`src/rtl/cam_tx.sv`:
```
// cam_tx: AXI4-Stream video slave to parallel FV/LV/D_OUT sensor interface with programmable porches.
// Define CAM_TX_TPG_EN to add the tpg_en input and the {line, pixel} test-pattern frame source.
module cam_tx #(
    parameter int WIDTH     = 480,
    parameter int HEIGHT    = 640,
    parameter int H_B_PORCH = 120,
    parameter int H_F_PORCH = 200,
    parameter int V_B_PORCH = 120,
    parameter int V_F_PORCH = 100,
    parameter int FRAME_GAP = 64
) (
    input  logic        pclk,
    input  logic        reset,
`ifdef CAM_TX_TPG_EN
    input  logic        tpg_en,
`endif
    input  logic [15:0] s_axis_tdata,
    input  logic        s_axis_tvalid,
    output logic        s_axis_tready,
    input  logic        s_axis_tuser,
    input  logic        s_axis_tlast,
    output logic        FV,
    output logic        LV,
    output logic [15:0] D_OUT,
    output logic        frame_done,
    output logic        err_underrun,
    output logic        err_tlast,
    output logic        err_sof
);
    localparam int M1   = WIDTH > H_B_PORCH ? WIDTH : H_B_PORCH;
    localparam int M2   = M1 > H_F_PORCH ? M1 : H_F_PORCH;
    localparam int M3   = M2 > V_B_PORCH ? M2 : V_B_PORCH;
    localparam int M4   = M3 > V_F_PORCH ? M3 : V_F_PORCH;
    localparam int MAXP = M4 > FRAME_GAP ? M4 : FRAME_GAP;
    localparam int CW   = $clog2(MAXP + 1);
    localparam int LW   = $clog2(HEIGHT + 1);

    typedef enum logic [2:0] {WAIT_SOF, VBP, HBP, ACTIVE, HFP, VFP, GAP} state_t;

    // Zero-length porches are skipped by resolving entry points at elaboration time
    localparam state_t S_LINE  = (H_B_PORCH > 0) ? HBP : ACTIVE;
    localparam state_t S_END   = (V_F_PORCH > 0) ? VFP : GAP;
    localparam state_t S_FRAME = (V_B_PORCH > 0) ? VBP : S_LINE;

    state_t          state, state_n, nxt_line;
    logic [CW-1:0]   cnt, lim;
    logic [LW-1:0]   line;
    logic            last, eol, in_frame, active, accept, tpg, start;

`ifdef CAM_TX_TPG_EN
    always_ff @(posedge pclk or posedge reset)
        if (reset) tpg <= 1'b0;
        else if (state == WAIT_SOF) tpg <= tpg_en;
    assign start = tpg_en | (s_axis_tvalid & s_axis_tuser);
    assign s_axis_tready = ~reset & (state == WAIT_SOF ? s_axis_tvalid & ~s_axis_tuser & ~tpg_en
                                                       : active & ~tpg);
`else
    assign tpg   = 1'b0;
    assign start = s_axis_tvalid & s_axis_tuser;
    assign s_axis_tready = ~reset & (state == WAIT_SOF ? s_axis_tvalid & ~s_axis_tuser : active);
`endif

    assign in_frame = state inside {VBP, HBP, ACTIVE, HFP, VFP};
    assign active   = state == ACTIVE;
    assign accept   = s_axis_tvalid & s_axis_tready;

    always_comb begin
        lim = state == VBP    ? CW'(V_B_PORCH - 1) :
              state == HBP    ? CW'(H_B_PORCH - 1) :
              state == ACTIVE ? CW'(WIDTH - 1)     :
              state == HFP    ? CW'(H_F_PORCH - 1) :
              state == VFP    ? CW'(V_F_PORCH - 1) : CW'(FRAME_GAP - 1);
        last     = cnt == lim;
        eol      = last & (state == HFP | (active & H_F_PORCH == 0));
        nxt_line = line == LW'(HEIGHT - 1) ? S_END : S_LINE;
        state_n  = state == WAIT_SOF ? (start ? S_FRAME : WAIT_SOF) :
                   !last             ? state :
                   state == VBP      ? S_LINE :
                   state == HBP      ? ACTIVE :
                   state == ACTIVE   ? (H_F_PORCH > 0 ? HFP : nxt_line) :
                   state == HFP      ? nxt_line :
                   state == VFP      ? GAP : WAIT_SOF;
    end

    always_ff @(posedge pclk or posedge reset)
        if (reset) begin
            state        <= WAIT_SOF;
            cnt          <= '0;
            line         <= '0;
            FV           <= 1'b0;
            LV           <= 1'b0;
            D_OUT        <= '0;
            frame_done   <= 1'b0;
            err_underrun <= 1'b0;
            err_tlast    <= 1'b0;
            err_sof      <= 1'b0;
        end else begin
            state        <= state_n;
            cnt          <= (state == WAIT_SOF || last) ? '0 : cnt + 1'b1;
            line         <= state == WAIT_SOF ? '0 : eol ? line + 1'b1 : line;
            FV           <= in_frame;
            LV           <= active;
            D_OUT        <= !active ? '0 : tpg ? {8'(line), 8'(cnt)} : accept ? s_axis_tdata : '0;
            frame_done   <= FV & ~in_frame;
            err_underrun <= active & ~tpg & ~s_axis_tvalid;
            err_tlast    <= active & ~tpg & accept & (s_axis_tlast != last);
            err_sof      <= active & ~tpg & accept & s_axis_tuser & (|line | |cnt);
        end
endmodule

```
`config.mk`:
```
export PLATFORM = sky130hd
export DESIGN_NAME = cam_tx
export DESIGN_NICKNAME = d
export VERILOG_FILES = /design/src/rtl/cam_tx.sv
export SDC_FILE = /design/constraint.sdc
export NUM_CORES = 1
export LEC_CHECK = 0
export CORE_MARGIN = 10
export CORE_UTILIZATION = 40
export CTS_CLUSTER_SIZE = 10
export DETAILED_ROUTE_END_ITERATION = 7
export GPL_TIMING_DRIVEN = 0
export SLEW_MARGIN = 10
export SYNTH_ARGS = -nofsm -noshare
export SYNTH_HDL_FRONTEND = slang
export SYNTH_SLANG_ARGS = --single-unit
```
`constraint.sdc`:
```
create_clock -name pclk -period 4.15 [get_ports pclk]
set_clock_uncertainty 0.15 [all_clocks]
set_input_delay 0.6225 -clock pclk [delete_from_list [all_inputs] [get_ports pclk]]
set_output_delay 0.6225 -clock pclk [all_outputs]
set_load 0.02 [all_outputs]
```
==> results.md <==
* Die ar. at approximately 8900 um^2
* Layout area overhead at 29.99%
* Vias in the first global route at 1702
* GPL Wtd Cong at between 0.8 and 0.9
* Fin Setup TNS at 0 ps
* Final min period at roughly 3600 ps
* Post-synthesis net count at ~240
* Largest net degree at the start of global routing at 27
* Final wirelength at 5328 um
* Clock Tree Buf Depth at 2
* Cts hold-fix bufs at 0
* H-tree depth at 2
* Sw frac at approximately 21%
* Tcrit/Tclk final at approximately 87%
* Layout cells sized above 1 at under 10%
* Post-Synth Adder-Cell Area at around 2.3%
* Die height at 94.14 um
* Worst slack at placement at about 850 ps
* I/O pins at 44
* Row count at 26
* Post-synth EDFFs at 0
* Relative slew slack at 36.39%
* PwrDens at approximately 280 nW/um^2
* RSZ-0062 raised after global routing: no
* Antenna violations before repair at 0
* Total design power at 812.6 uW
* Routed WL per cell at 15.72 um
* Largest family of logic cells by synthesized area: simple AND/OR/NAND/NOR gates
* Clock Sinks at 44
* Yosys warnings at 0
* Fin. Hold Viols at 0
* Comb power frac at under 10%
* Status: finished clean
* First-pass GRT wire length at slightly below 9000 um
* Setup Viol. Count Final at 0
* Final Non-Filler Cells at roughly 340
* Drt drc at 0
* Mux contribution to synthesized area at less than 1%
* Dpl hpwl at between 4000 and 5000 um
* Min-Delay Path Class: flip-flop to flip-flop
* IO buf count at 43
* Global router's overall resource usage at roughly an eighth
* P_sw at around 170 uW
* Post-synthesis cell count at 217
* Clk pwr share at 43.6%
* CP Max Fanout at 10
* Final worst setup slack at between 500 and 600 ps
* Die width at 94.14 um
* Peak Freq at ~280 MHz
* FF+latch count, synth at 44
* Initial DRC Count at 145
* Antenna cell count at 0
* Via/cell ratio at 5.162
* Synth async-reset ratio at 100.0%
* Compound-gate portion of the synthesized area at between 10% and 20%
* GRT overflow at 0
* Post-synth top area cell: dfrtp_1
* Flop pwr share at between 50% and 60%
* Crit. End Element: output pin
* Inst Count DP at ~330
* Average cell area after synthesis at a little over 10 um^2
* Final Max Tran Viols at 0
* Clk root buf: clkbuf_8
* Worst slew pin tran at between 900 and 1000 ps
* Vias at 1750
* Initial Util at 42.24%
* CTS tree: yes
* Max-Cap Viols at 0
* Simple-gate share of the synthesized area at around a quarter
* Fin util at a little over half
* Post-CTS setup buffer count at 0
* Required time of the critical path at around 3400 ps
* Maximum vdd drop at ~0.17 mV
* Mapped Area at 2198 um^2
* Critical path class: flip-flop to output pin
* Area after DPL at 2736 um^2
* Largest cells by area after synthesis: dfrtp_1 (50%), and2_1 (5.7%), nor2_1 (3.2%), nand2_1 (2.7%), a21oi_1 (2.3%)
* Core area at between 5000 and 6000 um^2
* Total CTS buffers at 5
* Yosys top cell area share at around half
* DRT antenna net count at 0
* Clk Latency, worst-skew pair at 310 ps
* XOR/XNOR Fraction of Synth Area at 3.586%
* P_leak at 1.216 nW
* Fin area at between 2000 and 3000 um^2
* Most used DFF post-synth: dfrtp_1
* Clock slew at reported path FFs at about 90 ps
* Int Pwr at approximately 640 uW
* Critical path arrival at between 2000 and 3000 ps
* CP Launch Type: flip-flop
* Synth unique cells at between 50 and 60
* Nets at about 300
* Post-CTS sizing at 0
* Hold WS at 339.1 ps
* Post-synthesis sequential area ratio at roughly half
* Pre-antenna DRT Iters at 4
## routing by layer
| layer | track usage [%] | up-vias | share of wire (%) | wire (um) |
|---|---|---|---|---|
| met4 | 3.418 | 0 | 1.1 | 60 |
| met5 | 0 | - | 0 | 0 |
| met3 | 3.118 | 6 | 4.5 | 238 |
| met2 | 21.37 | 38 | 51 | 2741 |
| li1 | - | 865 | - | - |
| met1 | 15.91 | 841 | 43 | 2288 |
## power by group through the flow
stage          logic [mW]  clock network (mW)  registers [mW]
2_1_floorplan     0.00703                   0           0.437
3_3_place_gp       0.0283                   0           0.437
3_5_place_dp       0.0308                   0           0.437
4_1_cts            0.0310               0.363           0.428
5_1_grt            0.0330               0.380           0.428
6_report           0.0298               0.355           0.428
## final cells by class
cell class                      instances  area (um^2)
Timing Repair Buffer                   44        450.4
Buffer                                 11        62.56
Multi-Input combinational cell        153         1001
Sequential cell                        44         1101
Clock buffer                            6        82.58
Tap cell                               70        87.58
Clock inverter                          2        38.79
Inverter                                9        33.78
Fill cell                             470         2347
## cell families (layout without fill, tap and decap cells)
| group | count (synthesis) | in the layout |
|---|---|---|
| adder cells (fa/ha/maj) | 4 | 4 |
| flip-flops | 44 | 44 |
| multiplexers | 1 | 1 |
| XOR/XNOR | 9 | 9 |
| AND/OR/NAND/NOR | 97 | 97 |
| buffers and inverters | 20 | 72 |
| AO/OA/AOI/OAI | 42 | 42 |
## state kept, by name, indices dropped and copies added (netlist names)
name / cells
state: 3
D_OUT: 16
LV: 1
err_tlast: 1
err_sof: 1
line: 10
FV: 1
cnt: 9
frame_done: 1
err_underrun: 1
## synthesized netlist by cell type (5+ instances only)
cell      instances
clkbuf_1          5
nand2_1          16
nand3_1           9
a21oi_1          10
nor2_1           19
xor2_1            5
dfrtp_1          44
nand4_1           5
inv_1             9
o21ai_0           8
and2_1           20
## final timing paths
kind | slack [ps] | end | depth (start not counted) | startpoint
max in group asynchronous | 2860 | line[5] | 3 | reset
min in group asynchronous | 510 | frame_done | 2 | reset
min | 340 | cnt[0] | 1 | cnt[0]
min reg2reg | 340 | cnt[0] | 1 | cnt[0]
max | 550 | s_axis_tready | 6 | state[1]
max reg2reg | 1740 | line[9] | 7 | state[1]
## critical path, stage by stage, from the launching register on
cell and delay, ps:
dfrtp_1 380, buf_6 130, clkbuf_1 220, nor3_1 820, nand3b_1 140, a21oi_1 180, clkdlybuf4s50_1 650
## cell usage in the layout, fill, tap and decap left out, types with 2 or more instances in the layout
cell	count
a21oi_1	10
and3_1	3
o21ai_0	8
a21boi_0	2
nand3_1	9
buf_4	3
and2_1	20
nand3b_1	4
xnor2_1	4
ha_1	4
inv_1	8
clkbuf_8	6
nor4_1	2
xor2_1	5
dfrtp_1	44
or3_1	3
nand2_1	16
clkdlybuf4s50_1	43
nand2b_1	4
buf_2	2
nor2_1	19
nand4_1	5
o31ai_1	2
nor3_1	3
clkbuf_1	5
nor4b_1	2
Power figures use the tool's default switching activity.
